**src/rtl/fifo_pkg.sv**
```systemverilog
// rtl/fifo_pkg.sv - shared constants and types for the sync_fifo read-side adapter
package fifo_pkg;

  localparam int FIFO_RD_LATENCY = 1;
  localparam int RD_BUF_DEPTH    = 3;

  typedef logic [1:0] rd_ptr_t;
  typedef logic [1:0] rd_cnt_t;

  function automatic rd_ptr_t ptr_inc(input rd_ptr_t p);
    return (p == rd_ptr_t'(RD_BUF_DEPTH - 1)) ? rd_ptr_t'(0) : rd_ptr_t'(p + 2'd1);
  endfunction

endpackage

```
**src/rtl/sync_fifo_reader.sv**
```systemverilog
// rtl/sync_fifo_reader.sv - drains a registered-read sync_fifo into a valid/ready stream
module sync_fifo_reader
  import fifo_pkg::*;
#(
  parameter int WIDTH = 32
) (
  input  logic             clk_i,
  input  logic             rst_ni,
  output logic             fifo_pop_o,
  input  logic             fifo_empty_i,
  input  logic [WIDTH-1:0] fifo_data_i,
  input  logic             flush_i,
  output logic             valid_o,
  input  logic             ready_i,
  output logic [WIDTH-1:0] data_o
);

  rd_cnt_t          count_q, count_d;
  logic             inflight_q, inflight_d;
  logic             drop_q, drop_d;
  rd_ptr_t          rd_ptr_q, rd_ptr_d;
  rd_ptr_t          wr_ptr_q, wr_ptr_d;
  logic [WIDTH-1:0] mem_q [RD_BUF_DEPTH];
  logic [WIDTH-1:0] mem_d [RD_BUF_DEPTH];

  logic credit_ok;
  logic capture;
  logic handshake;

  // Credit counts words in flight too, so ready_i never reaches the pop path.
  assign credit_ok  = ({1'b0, count_q} + {2'b00, inflight_q}) < 3'd3;
  assign fifo_pop_o = rst_ni && !flush_i && !fifo_empty_i && credit_ok;
  assign valid_o    = (count_q != rd_cnt_t'(0));
  assign data_o     = mem_q[rd_ptr_q];
  assign handshake  = valid_o && ready_i;
  // A word landing during a flush is squashed here rather than through drop_q.
  assign capture    = inflight_q && !drop_q && !flush_i;

  always_comb begin
    count_d    = count_q;
    inflight_d = fifo_pop_o;
    drop_d     = drop_q && !inflight_q;
    rd_ptr_d   = rd_ptr_q;
    wr_ptr_d   = wr_ptr_q;
    mem_d      = mem_q;

    if (capture) begin
      mem_d[wr_ptr_q] = fifo_data_i;
      wr_ptr_d        = ptr_inc(wr_ptr_q);
    end

    if (handshake) begin
      rd_ptr_d = ptr_inc(rd_ptr_q);
    end

    case ({capture, handshake})
      2'b10:   count_d = count_q + rd_cnt_t'(1);
      2'b01:   count_d = count_q - rd_cnt_t'(1);
      default: count_d = count_q;
    endcase

    if (flush_i) begin
      count_d  = '0;
      rd_ptr_d = '0;
      wr_ptr_d = '0;
      drop_d   = 1'b0;
    end
  end

  always_ff @(posedge clk_i or negedge rst_ni) begin
    if (!rst_ni) begin
      count_q    <= '0;
      inflight_q <= 1'b0;
      drop_q     <= 1'b0;
      rd_ptr_q   <= '0;
      wr_ptr_q   <= '0;
      for (int i = 0; i < RD_BUF_DEPTH; i++) begin
        mem_q[i] <= '0;
      end
    end else begin
      count_q    <= count_d;
      inflight_q <= inflight_d;
      drop_q     <= drop_d;
      rd_ptr_q   <= rd_ptr_d;
      wr_ptr_q   <= wr_ptr_d;
      for (int i = 0; i < RD_BUF_DEPTH; i++) begin
        mem_q[i] <= mem_d[i];
      end
    end
  end

endmodule

```
**config.mk**
```make
export PLATFORM = sky130hd
export DESIGN_NAME = sync_fifo_reader
export DESIGN_NICKNAME = d
export VERILOG_FILES = /design/src/rtl/fifo_pkg.sv /design/src/rtl/sync_fifo_reader.sv
export SDC_FILE = /design/constraint.sdc
export NUM_CORES = 1
export LEC_CHECK = 0
export ABC_AREA = 1
export CORE_MARGIN = 4
export CORE_UTILIZATION = 29
export DETAILED_ROUTE_END_ITERATION = 10
export MAX_ROUTING_LAYER = met4
export PLACE_DENSITY_LB_ADDON = 0.3
export SLEW_MARGIN = 10
export SYNTH_ARGS = -nofsm -noshare
export SYNTH_HDL_FRONTEND = slang
export SYNTH_SLANG_ARGS = --single-unit
```
**constraint.sdc**
```tcl
create_clock -name clk_i -period 4.1 [get_ports clk_i]
set_clock_uncertainty 0.1 [all_clocks]
set_input_delay 0.615 -clock clk_i [delete_from_list [all_inputs] [get_ports clk_i]]
set_output_delay 0.615 -clock clk_i [all_outputs]
set_load 0.02 [all_outputs]
```
==> results of run 1 <==
-- layer usage --
metal / GRT usage, % / part of all wire, % / up-vias
li1: - / - / 1853
met1: 18.2 / 47 / 1771
met2: 20.5 / 47 / 114
met3: 2.57 / 5.4 / 11
met4: 3.70 / 1.2 / 0
met5: - / 0 / -
-- report_power, final --
| part | internal, W | switching (W) | total [W] |
|---|---|---|---|
| logic | 0.000518 | 0.000692 | 0.00121 |
| registers | 0.00122 | 0.000110 | 0.00133 |
| clock network | 0.000536 | 0.000388 | 0.000924 |
| total | 0.00228 | 0.00119 | 0.00346 |
-- critical path, delay by kind of cell (launching register included) --
| family | cells | cell delay (ns) |
|---|---|---|
| AND/OR/NAND/NOR | 3 | 0.27 |
| flip-flops | 1 | 0.38 |
| buffers and inverters | 4 | 1.40 |
-- registers in the layout, indices dropped and copies added, names as in the netlist --
register	flops
drop_q	1
rd_ptr_q	2
inflight_q	1
wr_ptr_q	2
count_q	2
mem_q	96
-- path summary, 6_finish.rpt --
check / endpoint / startpoint / cells past startpoint
max: data_o[13] / rd_ptr_q[0] / 7
min: mem_q[39] / rst_ni / 2
max reg2reg: mem_q[36] / drop_q / 5
min reg2reg: mem_q[81] / mem_q[81] / 2
max in group asynchronous: mem_q[24] / rst_ni / 3
min in group clk_i: mem_q[81] / mem_q[81] / 2
-- per-stage QoR --
| step | hold WS (ns) | cell area [um^2] |
|---|---|---|
| detailed placement | 0.368 | 5600 |
| floorplan | 0.219 | 4790 |
| finish | 0.338 | 5920 |
| CTS | 0.364 | 5920 |
| global route | 0.401 | 5920 |
| global placement | 0.365 | 5600 |
-- cell type report --
| type | instances | area, um^2 | area share, % |
|---|---|---|---|
| clock buffers | 9 | 225 | 3.81 |
| clock inverters | 7 | 95.1 | 1.61 |
| inverters | 46 | 175 | 2.96 |
| flip-flops and latches | 104 | 2600 | 44.0 |
| multi-input cells | 357 | 1790 | 30.3 |
| repair buffers | 76 | 756 | 12.8 |
| well taps | 216 | 270 | 4.57 |
-- cells in the final DEF (no fill, tap or decap) --
master and instances:
nand2_1 176, dfrtp_1 104, clkdlybuf4s50_1 69, nand3_1 66, o21ai_1 46, o21ai_2 44, inv_1 43, o21ai_0 11
clkbuf_16 9, buf_4 6, nor2_1 4, nand3_4 4, o22ai_1 2, ha_1 2, bufinv_16 2, clkinv_2 2
clkinv_1 1, inv_2 1, a21oi_1 1, nor3_1 1, inv_4 1, clkinv_4 1, inv_6 1, clkinvlp_4 1
buf_12 1
-- cells in the mapped netlist, types with 2 or more instances --
library cell and number:
dfrtp_1 104, inv_1 43, buf_2 14, ha_1 2, o21ai_0 11, nand3_4 2
nor2_1 4, nand3_2 2, nand2_1 176, buf_6 12, o22ai_1 2, nand3_1 66
clkbuf_1 7, o21ai_2 44, o21ai_1 46
-- logic make-up (layout without fill, tap and decap cells) --
kind of cell             count (synthesis)  in the layout  synth area share (%)
AO/OA/AOI/OAI                          104            104                  14.4
adder cells (fa/ha/maj)                  2              2                 0.523
buffers and inverters                   79            138                  8.49
flip-flops                             104            104                  54.4
AND/OR/NAND/NOR                        251            251                  22.3
==> flow_summary.yaml, run 1 <==
critical_path:
  r2r_slack_ns: 2.09
  start_kind: "register"
  crit_required_ns: 3.38
  crit_fanout: 20
  slowest_stage: "clkdlybuf4s50_1"
  cp_data_arrival_time_ns: 2.39
  crit_path_cell_trace: "inv_1 > nand2_1 > inv_1 > buf_4 > nand2_1 > nand3_1 > clkdlybuf4s50_1"
  critPathCaptureType: "output port"
  cp_slowest_stage_delay_ns: 0.62
  critical_path_class: "register to output port"
yosys:
  avgSynthCellArea_um2: 8.87
  ys_seq_area_share_pct: 54.4
  netlist_area_um2: 4790
  yosys_register_bits: 104
  netlist_instances: 540
  ys_types: 20
  synth_top_area_share_pct: 54.4
  yosysWarnings: 0
  yosys-top-cells-area: "dfrtp_1 (54%), nand2_1 (14%), o21ai_2 (8.0%), nand3_1 (6.9%), o21ai_1 (4.8%)"
  ys_async_sr_fraction_pct: 100
  yosysTopAreaCell: "dfrtp_1"
  syn-num-nets: 579
  synth_ff_type: "dfrtp_1"
  synth_edf_count: 0
routing:
  vias: 3749
  totalWireLength_mm: 11.6
  drc_errors: 0
  final_antenna_net_count: 0
  drt-wirelength-per-cell_um: 14.3
  routed_via_density: 4.60
  drtPass1Iterations: 6
  drt-initial-drc-count: 280
finish:
  final_cells: 815
  final_nets: 633
  diodes: 0
  area_delta_synth_final_pct: 23.6
  drive_gt1_share_pct: 12.2
  fin_util_pct: 36.9
  fill_cells: 1580
clocking:
  clk_pin_slew_ns: 0.07
  cts_tree: "built"
  post-cts-setup-buffers: 0
  cts.htree.levels: 3
  cts_resized: 0
  cts-buffers-inserted: 9
  clkLatencyLatePin_ns: 0.35
  clock_sinks: 104
  clockRootBuffer: "clkbuf_16"
  postCtsHoldBufs: 0
  clockBufferDepth: 2
place:
  dp_hpwl_mm: 7.10
  gp_congestion: 0.767
  portBuffers: 70
  place_ws_ns: 1.33
  dp_cells: 799
timing:
  rsz0062_at_grt: "false"
  fmax_mhz: 322
  finalSetupTns_ns: 0
  slew_violations: 0
  setup_slack_ns: 0.990
  post-route-min-period_ns: 3.11
  slew-limit-headroom_pct: 39.2
  finalCritPeriodShare_pct: 75.8
  setup_violations: 0
  finalHoldViolCount: 0
  worst_pin_slew_ns: 0.913
grt:
  grt_max_degree: 66
  grt_pass1_wl_mm: 18.9
  antenna_found_initial: 0
  overflow: 0
  grt_usage_pct: 13.4
  grt_pass1_vias: 3663
die:
  die_x_um: 136
  die_h_um: 136
  core_area_um2: 16100
  rows: 46
  ios: 71
  die_area_um2: 18600
  initial_core_util_pct: 29.8
hold_path:
  hp-class: "primary input to asynchronous set/reset pin"
pwr:
  p_per_area_nw_per_um2: 585
  ir_worst_vdd_mv: 0.236
  power_leakage_nw: 2.77
  power.total_w: 0.00346
outcome:
  status: "finished, final reports clean"
job:
  cap_violations: 0
(Power assumes the default switching activity.)
==> run 2, diff against run 1 <==
==> constraint.sdc (replaced) <==
create_clock -name clk_i -period 2.6 [get_ports clk_i]
set_clock_uncertainty 0.1 [all_clocks]
set_input_delay 0.39 -clock clk_i [delete_from_list [all_inputs] [get_ports clk_i]]
set_output_delay 0.39 -clock clk_i [all_outputs]
set_load 0.02 [all_outputs]
==> run 2 against run 1 <==
Register-to-register slack got worse by 1.2 ns. Highest routed layer unchanged. Sequential power up 58%. Die area unchanged. Largest power group unchanged. Critical endpoint is now data_o[15]. Largest cell class unchanged.
==> flow_summary.yaml, run 2 (synthesis gave the netlist of run 1 again) <==
outcome:
  status: "finished, final reports clean"
clocking:
  post-cts-setup-buffers: 0
  cts-buffers-inserted: 9
  cts.htree.levels: 3
  clkLatencyLatePin_ns: 0.34
  clk_pin_slew_ns: 0.07
  clock_sinks: 104
  clockBufferDepth: 2
  clockRootBuffer: "clkbuf_16"
  cts_tree: "built"
grt:
  antenna_found_initial: 0
  grt_pass1_vias: 3904
  overflow: 0
  grt_max_degree: 65
  grt_usage_pct: 14.2
  grt_pass1_wl_mm: 20.1
finish:
  register_area_um2: 2600
  final_cells: 822
  fill_cells: 1641
  diodes: 0
  final_cell_mix: "nand2_1 (176), dfrtp_1 (104), nand3_1 (66)"
  area_delta_synth_final_pct: 26.6
  largest_register: "mem_q"
  largest_reg_flops: 96
  multi_input_area_um2: 1790
  drive_gt1_share_pct: 13.0
  final_cell_area_um2: 6060
  fin_util_pct: 37.7
  layout_commonest_cell: "nand2_1"
  final_nets: 641
place:
  dp_cells: 807
  portBuffers: 70
  dp_hpwl_mm: 7.68
  gp_congestion: 0.744
  placed_area_um2: 5680
routing:
  drt-initial-drc-count: 291
  final_antenna_net_count: 0
  routed_via_density: 4.56
  drt-wirelength-per-cell_um: 14.4
  drc_errors: 0
  vias: 3748
  drtPass1Iterations: 4
  totalWireLength_mm: 11.8
critical_path:
  cp_slowest_stage_delay_ns: 0.61
  start_kind: "register"
  crit_path_cell_trace: "clkinv_1 > nand2_1 > inv_1 > buf_4 > nand2_1 > nand3_1 > clkdlybuf4s50_1"
  crit_fanout: 16
  crit_required_ns: 2.11
  slowest_stage: "clkdlybuf4s50_1"
  cp_data_arrival_time_ns: 1.99
  cpMostUsedCell: "nand2_1"
  critPathCaptureType: "output port"
  critical_path_class: "register to output port"
hold_path:
  hp-class: "primary input to asynchronous set/reset pin"
timing:
  slew_violations: 0
  slew-limit-headroom_pct: 55.1
  worst_pin_slew_ns: 0.673
  fmax_mhz: 404
  finalSetupTns_ns: 0
  post-route-min-period_ns: 2.48
  setup_violations: 0
  rsz0062_at_grt: "true"
  finalHoldViolCount: 0
  finalCritPeriodShare_pct: 95.3
job:
  cap_violations: 0
die:
  rows: 46
  initial_core_util_pct: 29.8
  die_x_um: 136
  core_area_um2: 16100
  ios: 71
  die_h_um: 136
  die_area_um2: 18600
pwr:
  p_per_area_nw_per_um2: 896
  power_leakage_nw: 3.14
  ir_worst_vdd_mv: 0.450
## run 2: cell count changes in the layout (fill, tap and decap cells not counted), moves of 2 or more
cell	delta
clkdlybuf4s50_1	-24
dlymetal6s2s_1	+23
buf_4	+6
buf_12	+2
clkbuf_8	+2
## run 2: final timing paths
kind | start | end | slack, ns | cells past startpoint
worst min-delay path | rst_ni | mem_q[73] | 0.13 | 2
worst max register to register | drop_q | mem_q[84] | 0.88 | 7
min in group clk_i | rst_ni | inflight_q | 0.26 | 3
worst max-delay path | rd_ptr_q[1] | data_o[15] | 0.12 | 7
max in group asynchronous | rst_ni | mem_q[88] | 1.81 | 2
worst min register to register | mem_q[55] | mem_q[55] | 0.38 | 2
## run 2: through the flow
| stage | power (W) | setup WS, ns | hold WS [ns] |
|---|---|---|---|
| 2_1_floorplan | 0.00320 | 0.829 | -0.00559 |
| 3_3_place_gp | 0.00402 | 0.293 | 0.364 |
| 3_5_place_dp | 0.00407 | 0.270 | 0.369 |
| 4_1_cts | 0.00556 | 0.0485 | 0.145 |
| 5_1_grt | 0.00580 | -0.0274 | 0.186 |
| 6_report | 0.00543 | 0.123 | 0.125 |
## run 2: layout make-up
type / count / share of cell area, %
Sequential cell: 104 / 42.9
Multi-Input combinational cell: 357 / 29.6
Timing Repair Buffer: 84 / 14.8
Tap cell: 216 / 4.46
Clock buffer: 12 / 4.23
Inverter: 46 / 2.89
Clock inverter: 3 / 1.07
## run 2: what timing repair did
item                                   in CTS  in global routing
gates resized for setup                     1                 23
cloned                                      0                  0
hold buffers                                0                  0
endpoints found under the hold margin       0                  0
setup endpoints to repair                   1                 29
## run 2: worst max-delay path, delay by kind of cell, from the launching register on
family | cells | cell delay, ns
AND/OR/NAND/NOR | 3 | 0.24
buffers and inverters | 4 | 1.02
flip-flops | 1 | 0.38
## run 2: where the power goes
group	switching, W	total, W	internal, W
Sequential	0.000171	0.00210	0.00192
Clock	0.000573	0.00146	0.000890
Combinational	0.00109	0.00187	0.000786
Total	0.00183	0.00543	0.00360
## run 2: layer usage
| metal | share of wire (%) | up-vias | global-route usage, % |
|---|---|---|---|
| li1 | - | 1863 | - |
| met1 | 47 | 1781 | 19.1 |
| met2 | 47 | 98 | 21.9 |
| met3 | 5.4 | 6 | 3.71 |
| met4 | 0.62 | 0 | 2.69 |
| met5 | 0 | - | - |
